--- src/rtl/song_sequencer_pkg.sv ---
// Shared definitions for the song playback path: the sequencer, the song ROM
// and the tone generator all agree on these widths and encodings.
//   NOTE_W / DUR_W / SONG_W : note code, duration (in units) and song number widths
//   NOTE_REST               : note code meaning silence
//   DUR_END                 : duration value that terminates a song
//   seq_state_e             : sequencer FSM state encoding (also exposed for debug)
package song_sequencer_pkg;

  localparam int NOTE_W = 4;
  localparam int DUR_W  = 16;
  localparam int SONG_W = 4;

  localparam logic [NOTE_W-1:0] NOTE_REST = '0;
  localparam logic [DUR_W-1:0]  DUR_END   = '0;

  typedef enum logic [1:0] {
    ST_IDLE = 2'd0,
    ST_LOAD = 2'd1,
    ST_PLAY = 2'd2,
    ST_GAP  = 2'd3
  } seq_state_e;

endpackage

--- src/rtl/song_sequencer_tick_gen.sv ---
// Duration-unit tick generator: a TICK_DIV prescaler that counts 0..TICK_DIV-1
// and raises tick_o for one cycle on the wrap.
//   clk, rst_n : clock, asynchronous active-low reset
//   clr_i      : synchronous clear to 0 (dominates enable, suppresses tick)
//   en_i       : count enable; when low the count holds and no tick is produced
//   tick_o     : one-cycle pulse in the cycle the count sits at TICK_DIV-1
module song_sequencer_tick_gen
  import song_sequencer_pkg::*;
#(
  parameter int TICK_DIV = 10000
) (
  input  logic clk,
  input  logic rst_n,
  input  logic clr_i,
  input  logic en_i,
  output logic tick_o
);

  localparam int PW = $clog2(TICK_DIV);
  localparam logic [PW-1:0] PS_MAX = PW'(TICK_DIV - 1);

  logic [PW-1:0] cnt_q;

  assign tick_o = en_i && !clr_i && (cnt_q == PS_MAX);

  always_ff @(posedge clk or negedge rst_n) begin
    if (!rst_n) begin
      cnt_q <= '0;
    end else if (clr_i) begin
      cnt_q <= '0;
    end else if (en_i) begin
      // Compare-based wrap so non-power-of-two dividers work.
      cnt_q <= (cnt_q == PS_MAX) ? '0 : cnt_q + 1'b1;
    end
  end

endmodule

--- src/rtl/song_sequencer.sv ---
// Song playback controller sitting in front of the song ROM. It walks the ROM
// from address 0 of the selected song, holds each note for its duration (in
// TICK_DIV-cycle units), inserts GAP_TICKS silent units between notes, and
// ends on a zero-duration terminator or after the last address.
//   clk, rst_n    : clock, asynchronous active-low reset
//   start, stop   : one-cycle commands; stop wins over everything
//   pause         : level; freezes note/gap timing and mutes note_out
//   song_sel      : song number, captured on an accepted start
//   rom_note      : ROM note for (rom_song, rom_address), combinational
//   rom_duration  : ROM duration in units, 0 = end of song
//   rom_address   : registered ROM address
//   rom_song      : captured song number driven to the ROM
//   note_out      : note to the tone generator, 0 = silence
//   playing       : high in LOAD, PLAY and GAP
//   done          : one-cycle pulse on a natural end of song
//   state_dbg     : current FSM state
module song_sequencer
  import song_sequencer_pkg::*;
#(
  parameter int TICK_DIV  = 10000,
  parameter int GAP_TICKS = 20,
  parameter int ADDR_W    = 5
) (
  input  logic              clk,
  input  logic              rst_n,
  input  logic              start,
  input  logic              stop,
  input  logic              pause,
  input  logic [SONG_W-1:0] song_sel,
  input  logic [NOTE_W-1:0] rom_note,
  input  logic [DUR_W-1:0]  rom_duration,
  output logic [ADDR_W-1:0] rom_address,
  output logic [SONG_W-1:0] rom_song,
  output logic [NOTE_W-1:0] note_out,
  output logic              playing,
  output logic              done,
  output seq_state_e        state_dbg
);

  // A zero-width gap counter is impossible, so legato builds keep one bit.
  localparam int GAP_W = (GAP_TICKS > 0) ? $clog2(GAP_TICKS + 1) : 1;
  localparam logic [GAP_W-1:0]  GAP_LOAD  = GAP_W'(GAP_TICKS);
  localparam logic [GAP_W-1:0]  GAP_ONE   = GAP_W'(1);
  localparam logic [DUR_W-1:0]  DUR_ONE   = DUR_W'(1);
  localparam logic [ADDR_W-1:0] ADDR_LAST = '1;

  seq_state_e        state_q;
  logic [ADDR_W-1:0] addr_q;
  logic [SONG_W-1:0] song_q;
  logic [NOTE_W-1:0] note_q;
  logic [DUR_W-1:0]  dur_cnt_q;
  logic [GAP_W-1:0]  gap_cnt_q;
  logic              done_q;
  logic              tick;
  logic              presc_clr;

  // Keep the prescaler at 0 outside PLAY/GAP so each note starts on a full unit.
  assign presc_clr = stop || (state_q == ST_IDLE) || (state_q == ST_LOAD);

  song_sequencer_tick_gen #(
    .TICK_DIV (TICK_DIV)
  ) u_tick_gen (
    .clk    (clk),
    .rst_n  (rst_n),
    .clr_i  (presc_clr),
    .en_i   (!pause),
    .tick_o (tick)
  );

  always_ff @(posedge clk or negedge rst_n) begin
    if (!rst_n) begin
      state_q   <= ST_IDLE;
      addr_q    <= '0;
      song_q    <= '0;
      note_q    <= NOTE_REST;
      dur_cnt_q <= '0;
      gap_cnt_q <= '0;
      done_q    <= 1'b0;
    end else begin
      done_q <= 1'b0;
      if (stop) begin
        state_q <= ST_IDLE;
        addr_q  <= '0;
        note_q  <= NOTE_REST;
      end else begin
        unique case (state_q)
          ST_IDLE: begin
            // A start landing on the done cycle is dropped; it must be re-pulsed.
            if (start && !done_q) begin
              addr_q  <= '0;
              song_q  <= song_sel;
              state_q <= ST_LOAD;
            end
          end
          ST_LOAD: begin
            // The ROM has had this cycle to settle; sample unless paused.
            if (!pause) begin
              if (rom_duration == DUR_END) begin
                state_q <= ST_IDLE;
                done_q  <= 1'b1;
                note_q  <= NOTE_REST;
              end else begin
                dur_cnt_q <= rom_duration;
                note_q    <= rom_note;
                state_q   <= ST_PLAY;
              end
            end
          end
          ST_PLAY: begin
            if (tick) begin
              dur_cnt_q <= dur_cnt_q - 1'b1;
              if (dur_cnt_q == DUR_ONE) begin
                if (GAP_TICKS > 0) begin
                  note_q    <= NOTE_REST;
                  gap_cnt_q <= GAP_LOAD;
                  state_q   <= ST_GAP;
                end else if (addr_q == ADDR_LAST) begin
                  state_q <= ST_IDLE;
                  done_q  <= 1'b1;
                  note_q  <= NOTE_REST;
                end else begin
                  // Legato: the old note keeps sounding through LOAD.
                  addr_q  <= addr_q + 1'b1;
                  state_q <= ST_LOAD;
                end
              end
            end
          end
          ST_GAP: begin
            if (tick) begin
              gap_cnt_q <= gap_cnt_q - 1'b1;
              if (gap_cnt_q == GAP_ONE) begin
                // The last address ends the song rather than wrapping to 0.
                if (addr_q == ADDR_LAST) begin
                  state_q <= ST_IDLE;
                  done_q  <= 1'b1;
                end else begin
                  addr_q  <= addr_q + 1'b1;
                  state_q <= ST_LOAD;
                end
              end
            end
          end
          default: state_q <= ST_IDLE;
        endcase
      end
    end
  end

  assign rom_address = addr_q;
  assign rom_song    = song_q;
  // Pause mutes immediately; the held note returns as soon as pause drops.
  assign note_out    = pause ? NOTE_REST : note_q;
  assign playing     = (state_q != ST_IDLE);
  assign done        = done_q;
  assign state_dbg   = state_q;

endmodule
--- config.mk ---
export PLATFORM = sky130hd
export DESIGN_NAME = song_sequencer
export DESIGN_NICKNAME = d
export VERILOG_FILES = /design/src/rtl/song_sequencer_pkg.sv /design/src/rtl/song_sequencer_tick_gen.sv /design/src/rtl/song_sequencer.sv
export SDC_FILE = /design/constraint.sdc
export NUM_CORES = 1
export LEC_CHECK = 0
export CAP_MARGIN = 20
export CELL_PAD_IN_SITES_DETAIL_PLACEMENT = 1
export CELL_PAD_IN_SITES_GLOBAL_PLACEMENT = 2
export CORE_ASPECT_RATIO = 1.1
export CORE_MARGIN = 2
export CORE_UTILIZATION = 30
export DETAILED_ROUTE_END_ITERATION = 12
export GPL_ROUTABILITY_DRIVEN = 0
export PLACE_DENSITY_LB_ADDON = 0.08
export SLEW_MARGIN = 20
export SYNTH_ARGS = -nofsm -noshare
export SYNTH_HDL_FRONTEND = slang
export SYNTH_SLANG_ARGS = --single-unit
--- constraint.sdc ---
create_clock -name clk -period 2 [get_ports clk]
set_input_delay 0.6 -clock clk [delete_from_list [all_inputs] [get_ports clk]]
set_output_delay 0.6 -clock clk [all_outputs]
set_load 0.05 [all_outputs]
# Yosys cells after proc, flatten, opt, wreduce, memory -nomap -nowiden

Index checks and enable logic that the tools add are counted.

Register bits: 51
Input port bits: 29
Output and inout port bits: 17
Logic and storage cells: 95

$add $sub $neg: 4
Equality and inequality tests: 20
Muxes and demuxes: 41
Bitwise logic cells: 1
Reductions and logical operators: 21

Operators by type and width:

| kind                  | count |
|---|---|
| $mux 16               | 3 |
| $mux 14               | 3 |
| $mux 5                | 8 |
| $pmux 16 s2           | 1 |
| $mux 4                | 6 |
| $pmux 5 s2            | 2 |
| $ne 3x3->1 const B    | 6 |
| $eq 16x1->1 const B   | 1 |
| $logic_not 16->1      | 1 |
| $mux 2                | 8 |
| $sub 16x1->16 const B | 1 |
| $reduce_and 5->1      | 3 |
| $add 14x1->14 const B | 1 |
| $eq 14x14->1 const B  | 1 |
| $ne 2x2->1 const B    | 5 |
| $pmux 2 s4            | 1 |
| $pmux 4 s2            | 1 |
| $mux 1                | 7 |
| $reduce_and 6->1      | 1 |
| $reduce_bool 2->1     | 3 |
| $reduce_bool 3->1     | 2 |
| $add 5x1->5 const B   | 1 |
| $eq 5x1->1 const B    | 1 |
| $eq 5x5->1 const B    | 1 |
| other kinds (13)      | 19 |

# Depth between registers and ports, before layout

Gate-level depths: netlist of run 1.

Depth after elaboration: 9
Depth in mapped cells: 7
Gate-level depth less buffers: 7

# Cells and area by module

From an unflattened synthesis of run 1, not the netlist that was laid out.

Cell total of the unflattened synthesis: 353
Area, all modules: 3,240.6 um^2

By module, submodules not included:

| module                  | instances | cells an instance | area each (um^2) | sequential area each (um^2) |
|---|---|---|---|---|
| song_sequencer          | 1         | 262               | 2,367.3          | 925.9 |
| song_sequencer_tick_gen | 1         | 91                | 873.3            | 350.3 |

# Least setup slack after synthesis of run 1

OpenSTA, ideal clock, no wires.

Path kind: input to output
From: input pause
To: output note_out[0]
Data arrival time: 1,652 ps
Data required time: 1,400 ps
Slack: -252 ps
Stages: 3
Path buffers: 2
Cells stage by stage: clkbuf_1 clkbuf_1 nor2b_1

Cells in the longest elaborated chain, start to end: 1

RTL lines:

| item            | RTL line              | RTL |
|---|---|---|
| start, declared | song_sequencer.sv:28  | `input logic pause,` |
| $mux 4          | song_sequencer.sv:153 | `assign note_out = pause ? NOTE_REST : note_q;` |
| end, declared   | song_sequencer.sv:34  | `output logic [NOTE_W-1:0] note_out,` |

Every way passes these cells.

# Worst setup path after layout of run 1

From: register u_tick_gen.cnt_q[6]
To: register note_q[3]

Cells in the longest elaborated chain, start to end: 4

RTL lines:

| item                       | RTL line                      | RTL |
|---|---|---|
| start, declared            | song_sequencer_tick_gen.sv:22 | `logic [PW-1:0] cnt_q;` |
| start signal, assigned     | song_sequencer_tick_gen.sv:33 | `cnt_q <= (cnt_q == PS_MAX) ? '0 : cnt_q + 1'b1;` |
| $eq 14x14->1               | song_sequencer_tick_gen.sv:24 | `assign tick_o = en_i && !clr_i && (cnt_q == PS_MAX);` |
| $logic_and 1x1->1          | song_sequencer_tick_gen.sv:24 |  |
| $ne 3x3->1 (no line)       | n/a                           |  |
| $reduce_and 4->1 (no line) | n/a                           |  |
| end signal, assigned       | song_sequencer.sv:104         | `note_q <= rom_note;` |
| end, declared              | song_sequencer.sv:50          | `logic [NOTE_W-1:0] note_q;` |

Every way passes these cells.
A chain may end at the register's enable or synchronous reset.

==> impl_metrics.py, run 1 <==
metrics = {
    "status": {
        "status": "finished with violations",
        "violations": "setup timing",
    },
    "floorplan": {
        "die_area_sq_mm": 0.0107,
        "start_util_pct": 30.6,
        "fp.dieW_microns": 99.0,
        "pin_count": 46,
        "chipHeight_microns": 108,
        "core_area_sq_mm": 0.00975,
        "row_count": 38,
    },
    "clock_tree": {
        "clock_tree.root_cell": "clkbuf_8",
        "cts_tree": "built",
        "cts_made_buffers": 5,
        "cts_hold_buf": 0,
        "clock_latency_ns": 0.31,
        "clkTransAtPathRegs_ns": 0.10,
        "cts_sinks": 51,
        "cts_max_level": 2,
        "clockBufferDepth": 2,
    },
    "critical_path": {
        "crit_slowest_cell": "or4b_4",
        "arrival_ns": 2.27,
        "cp-start-kind": "flop",
        "worstSetupEndpointType": "flop",
        "max_stage_delay_ns": 0.60,
        "cp.buffers_inverters": 0,
        "worstPathMaxFanout": 4,
        "worstPathCellList": "or4b_4 -> or3_4 -> nor4_4 -> a221oi_2 -> a32o_1",
        "worstPathRequired_ns": 2.21,
        "crit_type": "flop to flop",
        "cpLargestDelayFamily": "simple AND/OR/NAND/NOR gates",
    },
    "timing": {
        "finalSetupViolations": 10,
        "post-route-min-period_ns": 2.06,
        "worst_pin_slew_ns": 0.525,
        "hold_slack_ns": 0.263,
        "rsz0062_at_grt": "true",
        "worst_slack_ns": -0.0598,
        "max_freq_ghz": 0.485,
        "hold_viol_final": 0,
        "finalCritPeriodShare_pct": 103,
        "slew_headroom_pct": 65.0,
        "report.final.slew_viol_count": 0,
        "fin_worst_skew_ns": 0.00537,
        "tns_ns": -0.298,
    },
    "synth": {
        "yosys.area.top_type": "dfrtp_1",
        "synth_cell_types": 50,
        "synth_commonest_cells": "dfrtp_1 (51), nor2_1 (36), o21ai_0 (32)",
        "synth_flop_cell": "dfrtp_1",
        "synth_warnings": 0,
        "synth_edf_count": 0,
        "syn_avg_cell_area_sq_um": 8.92,
        "yosysSeqAreaShare_pct": 42.9,
        "synth_top_area_share_pct": 42.9,
        "netlist_top_cells_area": "dfrtp_1 (43%), o21ai_0 (5.4%), nor2_1 (4.5%), a21oi_1 (4.2%), ha_1 (2.9%)",
        "async_flop_share_pct": 100,
        "syn_nets": 370,
        "synth-seq-cells": 51,
        "synth.most_common_cell": "dfrtp_1",
        "syn-instance-count": 334,
        "syn_area_sq_mm": 0.00298,
    },
    "routing": {
        "vias": 3003,
        "ant_nets": 0,
        "first_pass_iters": 4,
        "drt-wirelength-per-cell_microns": 16.9,
        "drc": 0,
        "wirelength_mm": 9.56,
        "dr.first_iter.drc_count": 67,
        "vias_per_cell": 5.31,
    },
    "worst_hold_path": {
        "worst_hold_path_type": "primary input to asynchronous set/reset pin",
    },
    "place": {
        "placed_cell_area_sq_mm": 0.00407,
        "dp_hpwl_mm": 6.83,
        "place_ws_ns": -0.659,
        "numPortBuffers": 45,
    },
    "global_route": {
        "grt.overflow.total": 0,
        "grt_max_degree": 52,
        "antenna_found_initial": 0,
        "grt_pass1_wl_mm": 15.7,
        "grt.total_usage_pct": 18.2,
        "grt_pass1_vias": 3135,
    },
    "power": {
        "ir_drop_mv": 0.474,
        "power_mw": 3.20,
        "leakagePower_nw": 1.96,
        "cellPowerDensity_mw_per_mm2": 713,
    },
    "run": {
        "maxCapViolCount": 0,
    },
    "layout": {
        "area_delta_synth_final_pct": 50.8,
        "n_antenna_cell": 0,
        "design_area_sq_mm": 0.00449,
        "nets": 481,
        "layout-drive-gt1-share_pct": 33.9,
        "fill_cells": 1140,
    },
}
[routing by layer]
layer	share of wire [%]	track usage (%)
met1	44	22.9
met2	53	33.0
met3	1.5	2.39
met4	1.0	4.40
met5	0	0
[stage by stage]
stage | instances | util [%]
floorplan | 334 | -
global placement | 549 | 41.8
detailed placement | 549 | 41.8
CTS | 564 | 44.7
global route | 566 | 46.1
finish | 566 | 46.1
[report_power, final]
| group | leakage (nW) | internal (mW) | switching (mW) |
|---|---|---|---|
| Sequential | 0.657 | 1.21 | 0.174 |
| Combinational | 1.25 | 0.502 | 0.627 |
| Clock | 0.0515 | 0.317 | 0.368 |
| Total | 1.96 | 2.03 | 1.17 |
[final timing paths]
| path | from | to | slack [ns] | cells after the start |
|---|---|---|---|---|
| worst min register to register | u_tick_gen.cnt_q[13]$_DFFE_PN0P_ | u_tick_gen.cnt_q[13]$_DFFE_PN0P_ | 0.49 | 1 |
| max in group asynchronous | rst_n | state_dbg[0]$_DFFE_PN0P_ | 1.47 | 2 |
| worst max-delay path | u_tick_gen.cnt_q[6]$_DFFE_PN0P_ | note_q[3]$_DFFE_PN0P_ | -0.06 | 5 |
| min in group clk | u_tick_gen.cnt_q[13]$_DFFE_PN0P_ | u_tick_gen.cnt_q[13]$_DFFE_PN0P_ | 0.49 | 1 |
| worst max register to register | u_tick_gen.cnt_q[6]$_DFFE_PN0P_ | note_q[3]$_DFFE_PN0P_ | -0.06 | 5 |
| worst min-delay path | rst_n | u_tick_gen.cnt_q[9]$_DFFE_PN0P_ | 0.26 | 2 |
[worst reg2reg max path, stage by stage (launching register included)]
cell and delay (ns):
dfrtp_1 0.39, or4b_4 0.60, or3_4 0.42, nor4_4 0.17
a221oi_2 0.15, a32o_1 0.24
[area by class of cell]
class / instances / area, sq um / share of cell area, %
tap: 120 / 150 / 3.34
sequential: 51 / 1280 / 28.5
clock buffer: 8 / 100 / 2.23
timing repair buffer: 119 / 1070 / 23.9
inverter: 7 / 26.3 / 0.585
multi-input combinational: 261 / 1860 / 41.4
[cells by family after synthesis]
kind of cell	Yosys count	synth area share, %
simple gates	141	25.8
compound gates	104	22.3
flops	51	42.9
buf+inv	22	3.03
mux	7	2.56
fa+ha+maj	7	2.94
xor+xnor	2	0.588
[placed cells by master, fill, tap and decap left out, types with 7 or more instances in the layout]
master           Yosys  final
ha_1                 7      7
nand2_1             17     17
dlygate4sd2_1        0     11
a21oi_1             25     22
nor2b_1             11      7
clkbuf_8             0      7
inv_1                7      7
buf_12               0      8
dfrtp_1             51     49
o21ai_0             32     18
clkdlybuf4s50_1      0      9
buf_4                0     75
a22o_1               7      7
o21ai_1              1     12
nor2_1              36     35
a31oi_1              7      7
nor3_1              16     12
[sequential cells by signal, indices dropped and copies added (netlist names)]
signal / flops
u_tick_gen.cnt_q: 14
rom_song: 4
note_q: 4
rom_address: 5
dur_cnt_q: 16
done: 1
gap_cnt_q: 5
state_dbg: 2
[timing repair]
action | in CTS | in global routing
pin swaps | 11 | 16
setup endpoints to repair | 45 | 46
buffers inserted | 6 | 1
gates cloned | 1 | 1
gates resized for setup | 48 | 43
(Power assumes the default switching activity.)
==> run 2: changes to the inputs <==
CELL_PAD_IN_SITES_DETAIL_PLACEMENT = default   (was 1)
CELL_PAD_IN_SITES_GLOBAL_PLACEMENT = default   (was 2)
CTS_CLUSTER_SIZE = 12   (was default)
==> run 2 against run 1 <==
Compared with the run above: the run still ends with setup timing left; final area decreased by 2.8%; sequential power is essentially flat; flip-flop and latch count is the same.
==> impl_metrics.py, run 2 (synthesis results as in run 1) <==
metrics = {
    "power": {
        "comb_power_share_pct": 37.0,
        "p_clk_share_pct": 19.3,
        "cellPowerDensity_mw_per_mm2": 723,
        "power_mw": 3.16,
        "power.switching_mw": 1.17,
        "swShare_pct": 37.0,
        "intPower_mw": 1.99,
        "leakagePower_nw": 1.91,
        "ir_drop_mv": 0.413,
        "power.share.sequential_pct": 43.7,
    },
    "timing": {
        "max_freq_ghz": 0.487,
        "worst_pin_slew_ns": 0.457,
        "slew_headroom_pct": 69.5,
        "fin_worst_skew_ns": 0.00746,
        "worst_slack_ns": -0.0535,
        "report.final.slew_viol_count": 0,
        "finalSetupViolations": 10,
        "rsz0062_at_grt": "true",
        "hold_viol_final": 0,
        "tns_ns": -0.284,
        "hold_slack_ns": 0.273,
        "finalCritPeriodShare_pct": 103,
        "post-route-min-period_ns": 2.05,
    },
    "floorplan": {
        "chipHeight_microns": 108,
        "pin_count": 46,
        "core_area_sq_mm": 0.00975,
        "start_util_pct": 30.6,
        "fp.dieW_microns": 99.0,
        "die_area_sq_mm": 0.0107,
        "row_count": 38,
    },
    "place": {
        "place_ws_ns": -0.734,
        "dp_hpwl_mm": 5.95,
        "numPortBuffers": 45,
    },
    "critical_path": {
        "r2r_cells": 5,
        "crit_start": "u_tick_gen.cnt_q[6]$_DFFE_PN0P_",
        "worstSetupEndpointType": "flop",
        "crit_type": "flop to flop",
        "cp-start-kind": "flop",
        "worstPathMaxFanout": 4,
        "worstPathRequired_ns": 2.21,
        "rr_startpoint": "u_tick_gen.cnt_q[6]$_DFFE_PN0P_",
        "arrival_ns": 2.26,
    },
    "layout": {
        "regMostFlops": "dur_cnt_q",
        "layout_common_cells": "buf_4 (70), dfrtp_1 (50), nor2_1 (35)",
        "area_delta_synth_final_pct": 46.6,
        "layout-drive-gt1-share_pct": 34.9,
        "nets": 474,
        "largest_reg_flops": 16,
        "layout_commonest_cell": "buf_4",
        "reg_top3": "dur_cnt_q (16), u_tick_gen.cnt_q (14)",
        "n_antenna_cell": 0,
        "fill_cells": 978,
    },
    "routing": {
        "first_pass_iters": 6,
        "dr.first_iter.drc_count": 96,
        "wirelength_mm": 8.41,
        "ant_nets": 0,
        "vias": 2917,
        "vias_per_cell": 5.22,
        "drt-wirelength-per-cell_microns": 15.0,
        "drc": 0,
    },
    "clock_tree": {
        "cts_hold_buf": 0,
        "clkTransAtPathRegs_ns": 0.10,
        "cts_sinks": 51,
        "clockBufferDepth": 2,
        "cts_made_buffers": 5,
        "clock_tree.root_cell": "clkbuf_8",
        "cts_max_level": 2,
        "clock_latency_ns": 0.31,
        "cts_tree": "built",
    },
    "global_route": {
        "antenna_found_initial": 0,
        "grt_max_degree": 52,
        "grt_pass1_vias": 2859,
        "grt_pass1_wl_mm": 13.9,
        "grt.overflow.total": 0,
        "grt.total_usage_pct": 16.0,
    },
    "run": {
        "maxCapViolCount": 0,
    },
    "worst_hold_path": {
        "worst_hold_path_type": "primary input to asynchronous set/reset pin",
    },
    "status": {
        "status": "finished with violations",
        "violations": "setup timing",
    },
}
## run 2: cell types whose count changed in the layout (fill, tap and decap cells not counted), sizes merged
cell,change
clkinv,+3
buf,-6
dlygate4sd2,-5
dlymetal6s2s,-1
clkdlybuf4s15,+1
clkbuf,+1
## run 2: power groups by stage
stage                     sequential, mW  clock, mW  combinational, mW
after floorplan                     1.47          0              0.511
after global placement              1.38          0               1.10
after detailed placement            1.38          0               1.10
after CTS                           1.36      0.631               1.14
after global routing                1.41      0.675               1.30
final                               1.38      0.609               1.17
## run 2: timing repair
| action | CTS | global route |
|---|---|---|
| setup buffers | 6 | 4 |
| gates cloned | 1 | 0 |
| pin swaps | 11 | 22 |
| gates resized for setup | 59 | 48 |
| endpoints found under the setup margin | 42 | 46 |
## run 2: per-layer routing
layer / share of wire (%) / vias up / global-route usage [%]
li1: - / 1449 / -
met2: 49 / 49 / 26.7
met4: 1.0 / 0 / 3.82
met5: 0 / - / 0
met1: 47 / 1411 / 22.0
met3: 2.9 / 8 / 2.20
## run 2: critical path: stages (launching register included)
cell and delay (ns):
dfrtp_1 0.39, or4b_4 0.60, or3_4 0.41, nor4_4 0.18
a221oi_2 0.15, a32o_1 0.22
## run 2: area by class of cell
class                   count  area [sq um]  area share [%]
clock inverters             3          15.0           0.344
multi-input cells         261          1840            42.2
flip-flops and latches     51          1280            29.3
repair buffers            112           987            22.6
well taps                 120           150            3.44
clock buffers               5          68.8            1.58
inverters                   7          26.3           0.602
## run 2: path summary, 6_finish.rpt
check                                                        end  slack (ns)
worst max-delay path                       note_q[3]$_DFFE_PN0P_       -0.05
worst min-delay path            u_tick_gen.cnt_q[10]$_DFFE_PN0P_        0.27
worst max register to register             note_q[3]$_DFFE_PN0P_       -0.05
worst min register to register  u_tick_gen.cnt_q[13]$_DFFE_PN0P_        0.47
max in group asynchronous               state_dbg[0]$_DFFE_PN0P_        1.48
min in group clk                u_tick_gen.cnt_q[13]$_DFFE_PN0P_        0.47
## run 2: metrics by stage
stage	util [%]	instances	area [sq um]
detailed placement	41.2	542	4020
CTS	43.3	556	4220
global placement	41.2	542	4020
floorplan	-	334	3010
global route	44.8	559	4370
finish	44.8	559	4370
==> RTL change 1 (flow settings as in run 2) <==
Reset style: synchronous (`rst_n`), changed in 2 clocked blocks. Comments in the files are not updated.
--- a/src/rtl/song_sequencer_tick_gen.sv
+++ b/src/rtl/song_sequencer_tick_gen.sv
@@ -23,7 +23,7 @@
 
   assign tick_o = en_i && !clr_i && (cnt_q == PS_MAX);
 
-  always_ff @(posedge clk or negedge rst_n) begin
+  always_ff @(posedge clk) begin
     if (!rst_n) begin
       cnt_q <= '0;
     end else if (clr_i) begin
--- a/src/rtl/song_sequencer.sv
+++ b/src/rtl/song_sequencer.sv
@@ -67,7 +67,7 @@
     .tick_o (tick)
   );
 
-  always_ff @(posedge clk or negedge rst_n) begin
+  always_ff @(posedge clk) begin
     if (!rst_n) begin
       state_q   <= ST_IDLE;
       addr_q    <= '0;
Formal check against the unedited RTL: differs if rst_n is asserted again (counterexample within 4 cycles, from zero or initial values and one cycle with rst_n low); with rst_n held inactive, the same outputs for 10 cycles.
==> RTL change 1 against run 2 <==
The flow still finishes with violations (negative setup slack). Area after synthesis is 8.4% lower. Clock skew is 0.0063 ns higher. Routed wire length is 1.0% lower. Sequential cell count stayed put. Largest cell class unchanged. Sequential share of layout area is 5.5 points lower. Fmax is 2.5% lower. Final area is 0.20% higher. Count of clock-buffer cells in the layout is 1 higher. Cell count is 2.3% higher. Critical path depth is 1 lower. Synthesized cell count is 0.30% higher. Worst setup slack worse by 0.052 ns.
Power is not compared: it rests on default switching activity, and its combinational part moved more than twofold at a synthesized area within 25%.
==> RTL change 1: results (changes against run 2) <==
* **post-cts repair resize count** 66, was 59
* **Total Neg Setup Slack** -0.400 ns, was -0.284 ns
* **setup slack of the critical path after layout** -0.106 ns, was -0.0535 ns
* **Non-clk bufs** 133, was 112
* **origin of the critical flop-to-flop path** u_tick_gen.cnt_q[6], unchanged
* **xor-xnor portion of the synthesized cell area** 0.0482, was 0.00588
* **1st-iter DRT viols** 118, was 96
* **post-synth net total** 371, was 370
* **number of inserted filler cells in the final layout** 894, was 978
* **number of global-route vias before repair** 2,768, was 2,859
* **delay of the slowest cell on the worst path** 0.57 ns, was 0.60 ns
* **pin count of the biggest net entering global routing** 30, was 52
* **violations in the final reports** negative setup slack, unchanged
* **number of placed instances, taps included** 550, was 542
* **Clock buffer cells** 6, was 5
* **pre-CTS worst setup slack** -0.685 ns, was -0.734 ns
* **worst flop-to-flop path endpoint** gap_cnt_q[1], was note_q[3]
* **setup violation total in the final timing report** 9, was 10
* **transition time at the pin with the least slew margin** 0.404 ns, was 0.457 ns
* **Worst Reg2Reg Path Length in Cells** 4, was 5
* **multi-input combinational cell area** 1870 um^2, was 1840 um^2
* **result of the run** finished with violations, unchanged
* **mapped cell area** 2730 um^2, was 2980 um^2
* **multi-input gates** 260, was 261
* **Total Wirelength** 8.33 mm, was 8.41 mm
[RTL change 1: how the worst max path moves through the flow]
stage	cells past startpoint	endpoint	from	slack (ns)
3_3_place_gp	7	gap_cnt_q[4]	pause	-0.62
5_1_grt	9	rom_address[0]	gap_cnt_q[1]	-0.19
3_5_place_dp	7	gap_cnt_q[4]	pause	-0.69
6_report	4	gap_cnt_q[1]	u_tick_gen.cnt_q[6]	-0.11
2_1_floorplan	5	gap_cnt_q[1]	u_tick_gen.cnt_q[12]	-0.19
4_1_cts	7	rom_address[0]	u_tick_gen.cnt_q[5]	-0.1
[RTL change 1: metal layers]
layer,routed length (um),global-route usage,share of wire,up-vias
met3,325,0.0268,0.039,11
li1,-,-,-,1456
met1,3800,0.229,0.46,1381
met5,0,0,0,-
met4,115,0.0455,0.014,0
met2,4090,0.279,0.49,54
==> RTL change 2 (flow settings as in run 2) <==
Without the edit above. `TICK_DIV` is set to 10000 in 2 places; all go to 20000.
--- a/src/rtl/song_sequencer_tick_gen.sv
+++ b/src/rtl/song_sequencer_tick_gen.sv
@@ -7,7 +7,7 @@
 module song_sequencer_tick_gen
   import song_sequencer_pkg::*;
 #(
-  parameter int TICK_DIV = 10000
+  parameter int TICK_DIV = 20000
 ) (
   input  logic clk,
   input  logic rst_n,
--- a/src/rtl/song_sequencer.sv
+++ b/src/rtl/song_sequencer.sv
@@ -17,7 +17,7 @@
 module song_sequencer
   import song_sequencer_pkg::*;
 #(
-  parameter int TICK_DIV  = 10000,
+  parameter int TICK_DIV  = 20000,
   parameter int GAP_TICKS = 20,
   parameter int ADDR_W    = 5
 ) (
Check against the original RTL: same outputs for any inputs over 10 cycles, from zero or initial values and one cycle with rst_n low; that may be too few to reach the edited logic, so the function may still have changed.
==> RTL change 2 against run 2 <==
Power rose by 41%. Routed wire length up 17%. The run still ends with negative setup slack left. Area after synthesis up 3.7%. Largest power group is now combinational logic. Sequential cell count grew 1. Worst setup slack worse by 0.12 ns. Core utilization up 5.6 points. Highest routed layer unchanged. Sequential share of layout area is 3.2 points lower. Final area increased by 15%. Critical endpoint is now dur_cnt_q[0]. Largest cell class unchanged.
==> RTL change 2: results (changes against run 2) <==
* **Synth area leaders** sky130_fd_sc_hd__dfrtp_1, sky130_fd_sc_hd__o21ai_0, sky130_fd_sc_hd__nor2_1, sky130_fd_sc_hd__a21oi_1, sky130_fd_sc_hd__nand2_1, was sky130_fd_sc_hd__dfrtp_1, sky130_fd_sc_hd__o21ai_0, sky130_fd_sc_hd__nor2_1, sky130_fd_sc_hd__a21oi_1, sky130_fd_sc_hd__ha_1
* **fraction of met2 tracks used by global routing** 0.290, was 0.267
* **Non-clk bufs** 147, was 112
* **first-pass GRT wire length** 15.9 mm, was 13.9 mm
* **violations in the final reports** negative setup slack, unchanged
* **setup slack of the critical path after layout** -0.172 ns, was -0.0535 ns
* **number of global-route vias before repair** 3,250, was 2,859
* **multi-input gates** 290, was 261
* **routing usage on met3** 0.0259, was 0.0220
* **Via-to-Cell Ratio** 5.26, was 5.22
* **filler-free cell count of the finished design** 631, was 559
* **Net count, final** 546, was 474
* **Clock buffer cells** 7, was 5
* **transition time at the pin with the least slew margin** 0.479 ns, was 0.457 ns
* **post-synth net total** 407, was 370
* **post-route met1 wirelength** 4.68 mm, was 3.99 mm
* **result of the run** finished with violations, unchanged
* **wire length on met3** 317 um, was 247 um
* **signal arrival time at the worst endpoint** 2.42 ns, was 2.26 ns
* **Final Skew** 0.00625 ns, was 0.00746 ns
* **Static Leakage** 2.29 nW, was 1.91 nW
* **number of inserted filler cells in the final layout** 995, was 978
* **delay of the slowest cell on the worst path** 0.55 ns, was 0.60 ns
* **internal power consumption** 2.71 mW, was 1.99 mW
* **Clock Network Area Fraction** 0.0252, was 0.0192
* **fraction of the yosys area taken by sequential cells** 0.421, was 0.429
* **signal buffers share of area** 0.286, was 0.226
* **overall routing resource usage** 0.175, was 0.160
* **registers with the highest flip-flop counts** dur_cnt_q x16, u_tick_gen.cnt_q x15, was dur_cnt_q x16, u_tick_gen.cnt_q x14
* **setup violation total in the final timing report** 29, was 10
* **Max FO, Critical Path** 5, was 4
* **combinational power** 2.22 mW, was 1.17 mW
* **peak supply drop** 0.000801 V, was 0.000413 V
[RTL change 2: stage by stage]
step	setup TNS [ns]	util	hold WS (ns)	instance area [um^2]	setup WS, ns
global route	-4.92	0.504	0.283	5010	-0.231
floorplan	-0.619	-	0.304	3130	-0.0628
finish	-2.45	0.504	0.264	5010	-0.172
CTS	-3.27	0.472	0.277	4690	-0.169
detailed placement	-13.97	0.442	0.501	4390	-0.524
global placement	-13.22	0.442	0.491	4390	-0.534
[RTL change 2: final timing paths]
kind | startpoint | to | slack, ns
min in group clk | rom_song[2] | rom_song[2] | 0.51
worst min register to register | rom_song[2] | rom_song[2] | 0.51
worst min-delay path | rst_n | dur_cnt_q[4] | 0.26
worst max register to register | u_tick_gen.cnt_q[6] | dur_cnt_q[0] | -0.17
max in group asynchronous | rst_n | rom_address[1] | 1.47
worst max-delay path | u_tick_gen.cnt_q[6] | dur_cnt_q[0] | -0.17
